--- config.mk ---
export PLATFORM = sky130hd
export DESIGN_NAME = seg7_scan_driver
export DESIGN_NICKNAME = d
export VERILOG_FILES = /design/src/rtl/seg7_scan_driver.sv
export SDC_FILE = /design/constraint.sdc
export NUM_CORES = 1
export LEC_CHECK = 0
export BUFFER_PORTS_ARGS = -buffer_cell sky130_fd_sc_hd__buf_2
export CAP_MARGIN = 30
export CORE_ASPECT_RATIO = 0.5
export CORE_MARGIN = 2
export CORE_UTILIZATION = 39
export CTS_CLUSTER_DIAMETER = 150
export DETAILED_ROUTE_END_ITERATION = 6
export MAX_ROUTING_LAYER = met4
export SLEW_MARGIN = 20
export SYNTH_ARGS = -nofsm -noshare
export SYNTH_HDL_FRONTEND = slang
export SYNTH_SLANG_ARGS = --single-unit
export TNS_END_PERCENT = 30
--- constraint.sdc ---
create_clock -name clk -period 3.2 [get_ports clk]
set_input_delay 0.32 -clock clk [delete_from_list [all_inputs] [get_ports clk]]
set_output_delay 0.32 -clock clk [all_outputs]
set_load 0.005 [all_outputs]
--- src/rtl/seg7_scan_driver.sv ---
// Multiplexed common-anode seven-segment scan driver with frame-coherent input capture,
// per-digit decimal points and enables, leading-zero suppression and an inter-digit blanking gap.
module seg7_scan_driver #(
  parameter int NDIGITS      = 8,
  parameter int REFRESH_DIV  = 100000,
  parameter int BLANK_CYCLES = 1000
) (
  input  logic                   clk,
  input  logic                   rst_n,
  input  logic [4*NDIGITS-1:0]   x,
  input  logic [NDIGITS-1:0]     dp_in,
  input  logic [NDIGITS-1:0]     digit_en,
  input  logic                   lz,
  output logic [6:0]             a_to_g,
  output logic                   dp,
  output logic [NDIGITS-1:0]     an,
  output logic                   frame_tick
);

  localparam int CNT_W = $clog2(REFRESH_DIV);
  localparam int IDX_W = (NDIGITS > 1) ? $clog2(NDIGITS) : 1;
  localparam logic [CNT_W-1:0] CNT_MAX   = CNT_W'(REFRESH_DIV - 1);
  localparam logic [CNT_W-1:0] BLANK_END = CNT_W'(BLANK_CYCLES);
  localparam logic [IDX_W-1:0] IDX_MAX   = IDX_W'(NDIGITS - 1);

  logic [CNT_W-1:0]     cnt_q, cnt_d;
  logic [IDX_W-1:0]     idx_q, idx_d;
  logic [4*NDIGITS-1:0] x_sh_q, x_sh_d;
  logic [NDIGITS-1:0]   dp_sh_q, dp_sh_d;
  logic [NDIGITS-1:0]   en_sh_q, en_sh_d;
  logic                 lz_sh_q, lz_sh_d;
  logic [NDIGITS-1:0]   an_q, an_d;
  logic [6:0]           seg_q, seg_d;
  logic                 dp_q, dp_d;
  logic                 tick_q, tick_d;

  logic                 snap;
  logic                 all_zero;
  logic [NDIGITS-1:0]   supp;
  logic [NDIGITS-1:0]   sel;
  logic [3:0]           cur_val;
  logic                 cur_dp;
  logic                 cur_vis;

  function automatic logic [6:0] encode(input logic [3:0] v);
    logic [6:0] s;
    case (v)
      4'h0: s = 7'b0000001;
      4'h1: s = 7'b1001111;
      4'h2: s = 7'b0010010;
      4'h3: s = 7'b0000110;
      4'h4: s = 7'b1001100;
      4'h5: s = 7'b0100100;
      4'h6: s = 7'b0100000;
      4'h7: s = 7'b0001111;
      4'h8: s = 7'b0000000;
      4'h9: s = 7'b0000100;
      4'hA: s = 7'b0001000;
      4'hB: s = 7'b1100000;
      4'hC: s = 7'b0110001;
      4'hD: s = 7'b1000010;
      4'hE: s = 7'b0110000;
      default: s = 7'b0111000;
    endcase
    return s;
  endfunction

  always_comb begin
    cnt_d = (cnt_q == CNT_MAX) ? '0 : cnt_q + 1'b1;
    idx_d = idx_q;
    if (cnt_q == CNT_MAX) begin
      idx_d = (idx_q == IDX_MAX) ? '0 : idx_q + 1'b1;
    end

    // The snapshot edge is the start of slot 0; its outputs are blank anyway.
    snap    = (cnt_q == '0) && (idx_q == '0);
    x_sh_d  = snap ? x        : x_sh_q;
    dp_sh_d = snap ? dp_in    : dp_sh_q;
    en_sh_d = snap ? digit_en : en_sh_q;
    lz_sh_d = snap ? lz       : lz_sh_q;
    tick_d  = snap;

    // Suppression walks down from the most significant digit until a nonzero value or a dp.
    all_zero = 1'b1;
    supp     = '0;
    for (int i = NDIGITS - 1; i >= 0; i--) begin
      all_zero = all_zero & (x_sh_q[4*i +: 4] == 4'h0) & ~dp_sh_q[i];
      supp[i]  = lz_sh_q & all_zero & (i > 0);
    end

    sel     = '0;
    cur_val = 4'h0;
    cur_dp  = 1'b0;
    cur_vis = 1'b0;
    for (int i = 0; i < NDIGITS; i++) begin
      if (idx_q == IDX_W'(i)) begin
        sel[i]  = 1'b1;
        cur_val = x_sh_q[4*i +: 4];
        cur_dp  = dp_sh_q[i];
        cur_vis = en_sh_q[i] & ~supp[i];
      end
    end

    an_d  = '1;
    seg_d = 7'b1111111;
    dp_d  = 1'b1;
    if ((cnt_q >= BLANK_END) && cur_vis) begin
      an_d  = ~sel;
      seg_d = encode(cur_val);
      dp_d  = ~cur_dp;
    end
  end

  always_ff @(posedge clk or negedge rst_n) begin
    if (!rst_n) begin
      cnt_q   <= '0;
      idx_q   <= '0;
      x_sh_q  <= '0;
      dp_sh_q <= '0;
      en_sh_q <= '0;
      lz_sh_q <= 1'b0;
      an_q    <= '1;
      seg_q   <= 7'b1111111;
      dp_q    <= 1'b1;
      tick_q  <= 1'b0;
    end else begin
      cnt_q   <= cnt_d;
      idx_q   <= idx_d;
      x_sh_q  <= x_sh_d;
      dp_sh_q <= dp_sh_d;
      en_sh_q <= en_sh_d;
      lz_sh_q <= lz_sh_d;
      an_q    <= an_d;
      seg_q   <= seg_d;
      dp_q    <= dp_d;
      tick_q  <= tick_d;
    end
  end

  assign an         = an_q;
  assign a_to_g     = seg_q;
  assign dp         = dp_q;
  assign frame_tick = tick_q;

endmodule

==> results of run 1 <==
metrics by stage:
stage          instance area (um2)  hold WS [ns]
2_1_floorplan                 4400        0.0244
3_3_place_gp                  4900         0.481
3_5_place_dp                  4930         0.322
4_1_cts                       5220         0.183
5_1_grt                       5230         0.200
6_report                      5230         0.187
metal layers:
| layer | up-vias | wire length [um] |
|---|---|---|
| li1 | 1606 | - |
| met1 | 1668 | 5100 |
| met2 | 90 | 4230 |
| met4 | 0 | 129 |
| met5 | - | 0 |
| met3 | 10 | 629 |
sequential cells by signal, summed over array words and instances (netlist names), 3 cells and up:
register and cells:
a_to_g 7, x_sh_q 32, en_sh_q 8, an 8, cnt_q 17, idx_q 3
dp_sh_q 8
layout make-up:
cell class | instances | area (um2) | share of cell area
inverter | 17 | 63.8 | 0.0122
clock inverter | 3 | 20.0 | 0.00383
clock buffer | 13 | 260 | 0.0498
timing repair buffer | 80 | 470 | 0.0900
tap | 145 | 181 | 0.0347
sequential | 86 | 2170 | 0.416
multi-input combinational | 280 | 2060 | 0.394
layout by cell type (no fill, tap or decap), types with 3 or more instances in the layout:
cell,instances
a211oi_1,4
a21oi_1,20
a22oi_1,3
a31oi_1,4
and3_1,3
and4_1,4
buf_2,66
buf_4,11
clkbuf_16,9
dfrtp_1,70
dfstp_2,16
ha_1,12
inv_1,17
mux2_2,44
nand2_1,26
nand2b_1,4
nand3_1,20
nand3b_1,8
nand4_1,6
nor2_1,18
nor2b_1,7
nor3_1,6
nor4_1,3
o211ai_1,3
o21ai_0,21
o31ai_1,3
or3_1,5
or4_1,4
xnor2_1,8
xor2_1,6
power groups by stage:
stage	Sequential, mW	Clock, mW	Combinational (mW)
2_1_floorplan	1.15	0	0.0643
3_3_place_gp	1.17	0	0.129
3_5_place_dp	1.17	0	0.135
4_1_cts	1.15	1.01	0.137
5_1_grt	1.15	1.06	0.152
6_report	1.15	0.976	0.134
how the worst min path moves through the flow:
stage | from | endpoint | slack [ns] | depth (start not counted)
2_1_floorplan | rst_n | cnt_q[0] | 0.02 | 0
3_3_place_gp | cnt_q[13] | cnt_q[13] | 0.48 | 1
3_5_place_dp | rst_n | cnt_q[6] | 0.32 | 1
4_1_cts | x[8] | x_sh_q[8] | 0.18 | 3
5_1_grt | dp_in[0] | dp_sh_q[0] | 0.20 | 2
6_report | x[11] | x_sh_q[11] | 0.19 | 3
kinds of logic after synthesis:
kind of cell             after synthesis  share of synthesized area
AND/OR/NAND/NOR                      125                      0.162
adder cells (fa/ha/maj)               14                     0.0398
multiplexers                          46                      0.118
buffers and inverters                 37                     0.0407
flip-flops                            86                      0.494
AO/OA/AOI/OAI                         81                      0.119
XOR/XNOR                              14                     0.0279
worst max-delay path: cells and delay by family, from the launching register on:
| kind | cells | cell delay (ns) |
|---|---|---|
| AO/OA/AOI/OAI | 6 | 1.16 |
| AND/OR/NAND/NOR | 1 | 0.32 |
| buffers and inverters | 2 | 0.22 |
| adder cells (fa/ha/maj) | 3 | 0.61 |
| flip-flops | 1 | 0.41 |
repair_timing:
item                                   4_1_cts  5_1_grt
hold buffers                                 1        0
gates resized for setup                      0        2
setup buffers                                0        0
setup endpoints to repair                    0        5
endpoints found under the hold margin       29        0
==> impl_metrics.env, run 1 <==
export IMPL_outcome="finished clean"
export IMPL_p_sw_mw=0.501
export IMPL_die_w_um=154
export IMPL_fillCellCount=1018
export IMPL_p_leak_nw=2.20
export IMPL_synth_cell_types=57
export IMPL_relSlewSlack=0.568
export IMPL_worstSetupPathType="reg2reg"
export IMPL_cp_slowest_cell="dfrtp_1"
export IMPL_grt_pass1_wl_um=16900
export IMPL_route_detailed_drc=0
export IMPL_r2r_end="a_to_g[0]"
export IMPL_hp_class="in2reg"
export IMPL_period_minus_slack_ns=2.80
export IMPL_vias=3374
export IMPL_root_buffer="clkbuf_16"
export IMPL_worst_endpoint_arrival_ns=3.05
export IMPL_syn_nets=468
export IMPL_startpoint_type="register"
export IMPL_overflow=0
export IMPL_p_sw_frac=0.222
export IMPL_drv_cap=0
export IMPL_dieHeight_um=79.1
export IMPL_final_util=0.476
export IMPL_max_freq_mhz=357
export IMPL_reg2reg_depth=12
export IMPL_io_pins=68
export IMPL_synth_area_leaders="dfrtp_1, mux2_2, dfstp_2"
export IMPL_place_congestion=0.881
export IMPL_setup_viol=0
export IMPL_clock_skew_final_ns=0.00566
export IMPL_cpMostUsedCell="ha_1"
export IMPL_cp_cell_sequence="ha_1 -> ha_1 -> or2_2 -> a211o_1 -> a221o_1 -> o311a_1 -> inv_1 -> ha_1 -> inv_1 -> a21oi_1 -> a21oi_1 -> o221ai_1"
export IMPL_rr_startpoint="idx_q[0]"
export IMPL_cts_buffers=9
export IMPL_dp_cells=607
export IMPL_grtUsageMet3=0.0546
export IMPL_p_per_area_mw_per_mm2=432
export IMPL_async_flop_share=1.00
export IMPL_gr_usage_all_layers=0.184
export IMPL_clk_latency_ns=0.34
export IMPL_cts_sinks=86
export IMPL_critPathRequiredTime_ns=3.45
export IMPL_crit_path_end_kind="register"
export IMPL_use_met1=0.261
export IMPL_first_iter_violations=185
export IMPL_total_power_mw=2.26
export IMPL_rsz0062_at_grt="no"
export IMPL_syn_to_final_growth_pct=18.8
export IMPL_ir_worst_vdd_mv=0.222
export IMPL_synthesis_area_mm2=0.00440
export IMPL_hpwl_um=7500
export IMPL_drt_first_pass_iters=5
export IMPL_cp_max_fo=5
export IMPL_syn_instance_count=403
export IMPL_yosysTopAreaCell="dfrtp_1"
export IMPL_antenna_found_initial=0
export IMPL_synth_edf_count=0
export IMPL_syn_area_per_cell_um2=10.9
export IMPL_yosysSeqAreaShare=0.494
export IMPL_num_antenna_cells=0
export IMPL_grt_pass1_vias=3261
export IMPL_io_buffers=67
export IMPL_synth_top_area_frac=0.398
export IMPL_post_route_period_util=0.876
export IMPL_row_count=27
export IMPL_pwr_share_clk=0.432
export IMPL_pre_cts_ws_ns=0.231
export IMPL_internal_power_mw=1.76
export IMPL_seq_power_share=0.508
export IMPL_hold_viol_final=0
export IMPL_start_util=0.401
export IMPL_rrSetupSlack_ns=0.40
export IMPL_combPwrFrac=0.059
export IMPL_ys_seq_elements=86
export IMPL_worst_pin_slew_ns=0.639
export IMPL_cp_startpoint="idx_q[0]"
export IMPL_layout_setup_ws_ns=0.397
export IMPL_synth_ff_type="dfrtp_1"
export IMPL_gr_usage_met2=0.254
export IMPL_setup_tns_ns=0
export IMPL_core_mm2=0.0110
export IMPL_synth_most_common_cell="dfrtp_1"
export IMPL_drive_gt1_frac=0.340
export IMPL_slew_violations=0
export IMPL_clk_pin_slew_ns=0.06
export IMPL_drtAntennaViolNets=0
export IMPL_wl_per_cell_um=16.2
export IMPL_vias_per_cell=5.41
export IMPL_clk_path_buf_depth=2
export IMPL_finalNonFillerCells=624
export IMPL_dieArea_mm2=0.0122
export IMPL_cts_tree="yes"
export IMPL_crit_end="a_to_g[0]"
export IMPL_routed_wl_um=10100
export IMPL_synth_warnings=0
export IMPL_grt_max_degree=53
export IMPL_synth_commonest_cells="dfrtp_1, mux2_2, nand2_1, o21ai_0"
export IMPL_busiest_layer="met1"
export IMPL_cp_slowest_stage_delay_ns=0.41
export IMPL_final_nets=539
export IMPL_htreeDepth=3
No activity file was read; power rests on OpenSTA's default activity.
==> run 2: changes to the inputs <==
--- a/config.mk
+++ b/config.mk
@@ -11,8 +11,10 @@
 export CORE_MARGIN = 2
 export CORE_UTILIZATION = 39
 export CTS_CLUSTER_DIAMETER = 150
+export CTS_CLUSTER_SIZE = 28
 export DETAILED_ROUTE_END_ITERATION = 6
 export MAX_ROUTING_LAYER = met4
+export SKIP_CTS_REPAIR_TIMING = 1
 export SLEW_MARGIN = 20
 export SYNTH_ARGS = -nofsm -noshare
 export SYNTH_HDL_FRONTEND = slang
==> constraint.sdc (replaced) <==
create_clock -name clk -period 2.4 [get_ports clk]
set_input_delay 0.24 -clock clk [delete_from_list [all_inputs] [get_ports clk]]
set_output_delay 0.24 -clock clk [all_outputs]
set_load 0.005 [all_outputs]
==> impl_metrics.env, run 2 (synthesis results as in run 1) <==
export IMPL_worstSetupPathType="reg2reg"
export IMPL_mostFrequentLayoutCells="dfrtp_1, buf_2, buf_4"
export IMPL_htreeDepth=3
export IMPL_p_per_area_mw_per_mm2=545
export IMPL_startpoint_type="register"
export IMPL_vias=3525
export IMPL_first_iter_violations=209
export IMPL_place_congestion=0.901
export IMPL_final_util=0.545
export IMPL_hpwl_um=8050
export IMPL_gr_usage_all_layers=0.193
export IMPL_worst_pin_slew_ns=0.618
export IMPL_clk_latency_ns=0.34
export IMPL_setup_viol=40
export IMPL_clock_skew_final_ns=0.00861
export IMPL_antenna_found_initial=0
export IMPL_drtAntennaViolNets=0
export IMPL_start_util=0.401
export IMPL_dieArea_mm2=0.0122
export IMPL_grt_pass1_wl_um=17800
export IMPL_crit_buf_inv=2
export IMPL_outcome="complete, but fails checks"
export IMPL_cp_slowest_stage_delay_ns=0.55
export IMPL_crit_path_end_kind="register"
export IMPL_num_antenna_cells=0
export IMPL_finalNonFillerCells=678
export IMPL_grt_pass1_vias=3485
export IMPL_hold_viol_final=0
export IMPL_final_nets=593
export IMPL_max_freq_mhz=404
export IMPL_slew_violations=0
export IMPL_crit_family="simple AND/OR/NAND/NOR gates"
export IMPL_ir_worst_vdd_mv=0.293
export IMPL_p_leak_nw=2.58
export IMPL_largest_reg_flops=32
export IMPL_reg_top3="x_sh_q x32, cnt_q x17"
export IMPL_cts_sinks=86
export IMPL_clk_pin_slew_ns=0.06
export IMPL_hp_class="in2reg"
export IMPL_worst_endpoint_arrival_ns=2.70
export IMPL_drv_cap=0
export IMPL_finalInstanceArea_mm2=0.00599
export IMPL_place_area_mm2=0.00530
export IMPL_clk_path_buf_depth=2
export IMPL_io_pins=68
export IMPL_critPathRequiredTime_ns=2.63
export IMPL_die_w_um=154
export IMPL_period_minus_slack_ns=2.47
export IMPL_routed_wl_um=11300
export IMPL_layout_commonest_cell="dfrtp_1"
export IMPL_violations="setup timing"
export IMPL_total_power_mw=3.26
export IMPL_overflow=0
export IMPL_wl_per_cell_um=16.7
export IMPL_cts_tree="yes"
export IMPL_cp_cell_sequence="or4_4 -> or4_4 -> nor3_4 -> buf_12 -> buf_12 -> mux2_2"
export IMPL_io_buffers=67
export IMPL_cts_buffers=9
export IMPL_cp_max_fo=19
export IMPL_syn_to_final_growth_pct=36.0
export IMPL_core_mm2=0.0110
export IMPL_dp_cells=654
export IMPL_post_route_period_util=1.03
export IMPL_drive_gt1_frac=0.463
export IMPL_relSlewSlack=0.583
export IMPL_vias_per_cell=5.20
export IMPL_layout_setup_ws_ns=-0.0735
export IMPL_rsz0062_at_grt="yes"
export IMPL_drt_first_pass_iters=4
export IMPL_row_count=27
export IMPL_cp_slowest_cell="or4_4"
export IMPL_grt_max_degree=46
export IMPL_dieHeight_um=79.1
export IMPL_root_buffer="clkbuf_16"
export IMPL_route_detailed_drc=0
export IMPL_regMostFlops="x_sh_q"
==> run 2: cell types whose count changed in the layout (fill, tap and decap cells not counted), sizes merged <==
cell and change:
buf +52, bufinv +2, inv +2, clkbuf -1, clkinv -1
==> run 2: tightest hold or removal path, cell delays in order <==
cell and delay [ns]:
buf_2 0.07, nand2_1 0.04, o21ai_0 0.06
==> run 2: final timing paths <==
check / start / end / slack, ns / cells past startpoint
max: cnt_q[11] / x_sh_q[28] / -0.07 / 6
min: x[11] / x_sh_q[11] / 0.12 / 3
max reg2reg: cnt_q[11] / x_sh_q[28] / -0.07 / 6
min reg2reg: cnt_q[0] / cnt_q[0] / 0.50 / 1
max in group asynchronous: rst_n / an[7] / 1.30 / 3
min in group asynchronous: rst_n / cnt_q[1] / 0.44 / 2
==> run 2: power breakdown <==
group	internal [mW]	switching, mW
clock network	0.920	0.595
registers	1.49	0.0375
logic	0.118	0.0982
==> run 2: routing by layer <==
| layer | vias to the layer above | part of all wire | GRT usage | wire, um |
|---|---|---|---|---|
| met5 | - | 0 | - | 0 |
| met4 | 0 | 0.011 | 0.0523 | 122 |
| met3 | 9 | 0.035 | 0.0448 | 400 |
| met2 | 66 | 0.44 | 0.286 | 4930 |
| met1 | 1731 | 0.52 | 0.267 | 5850 |
| li1 | 1719 | - | - | - |
==> run 2: stage by stage <==
| step | hold slack (ns) | worst slack, ns | setup TNS, ns |
|---|---|---|---|
| 2_1_floorplan | -0.0556 | -0.0322 | -0.0858 |
| 6_report | 0.117 | -0.0735 | -1.77 |
| 3_3_place_gp | 0.283 | -0.109 | -0.563 |
| 5_1_grt | 0.114 | -0.142 | -4.71 |
| 4_1_cts | -0.0915 | -0.184 | -2.21 |
| 3_5_place_dp | 0.285 | -0.165 | -1.76 |
==> run 2: final cells by class <==
type	instances	area [um2]
Tap cell	145	181
Clock inverter	6	92.6
Timing Repair Buffer	134	928
Sequential cell	86	2170
Inverter	17	63.8
Fill cell	969	4990
Multi-Input combinational cell	280	2320
Clock buffer	10	229
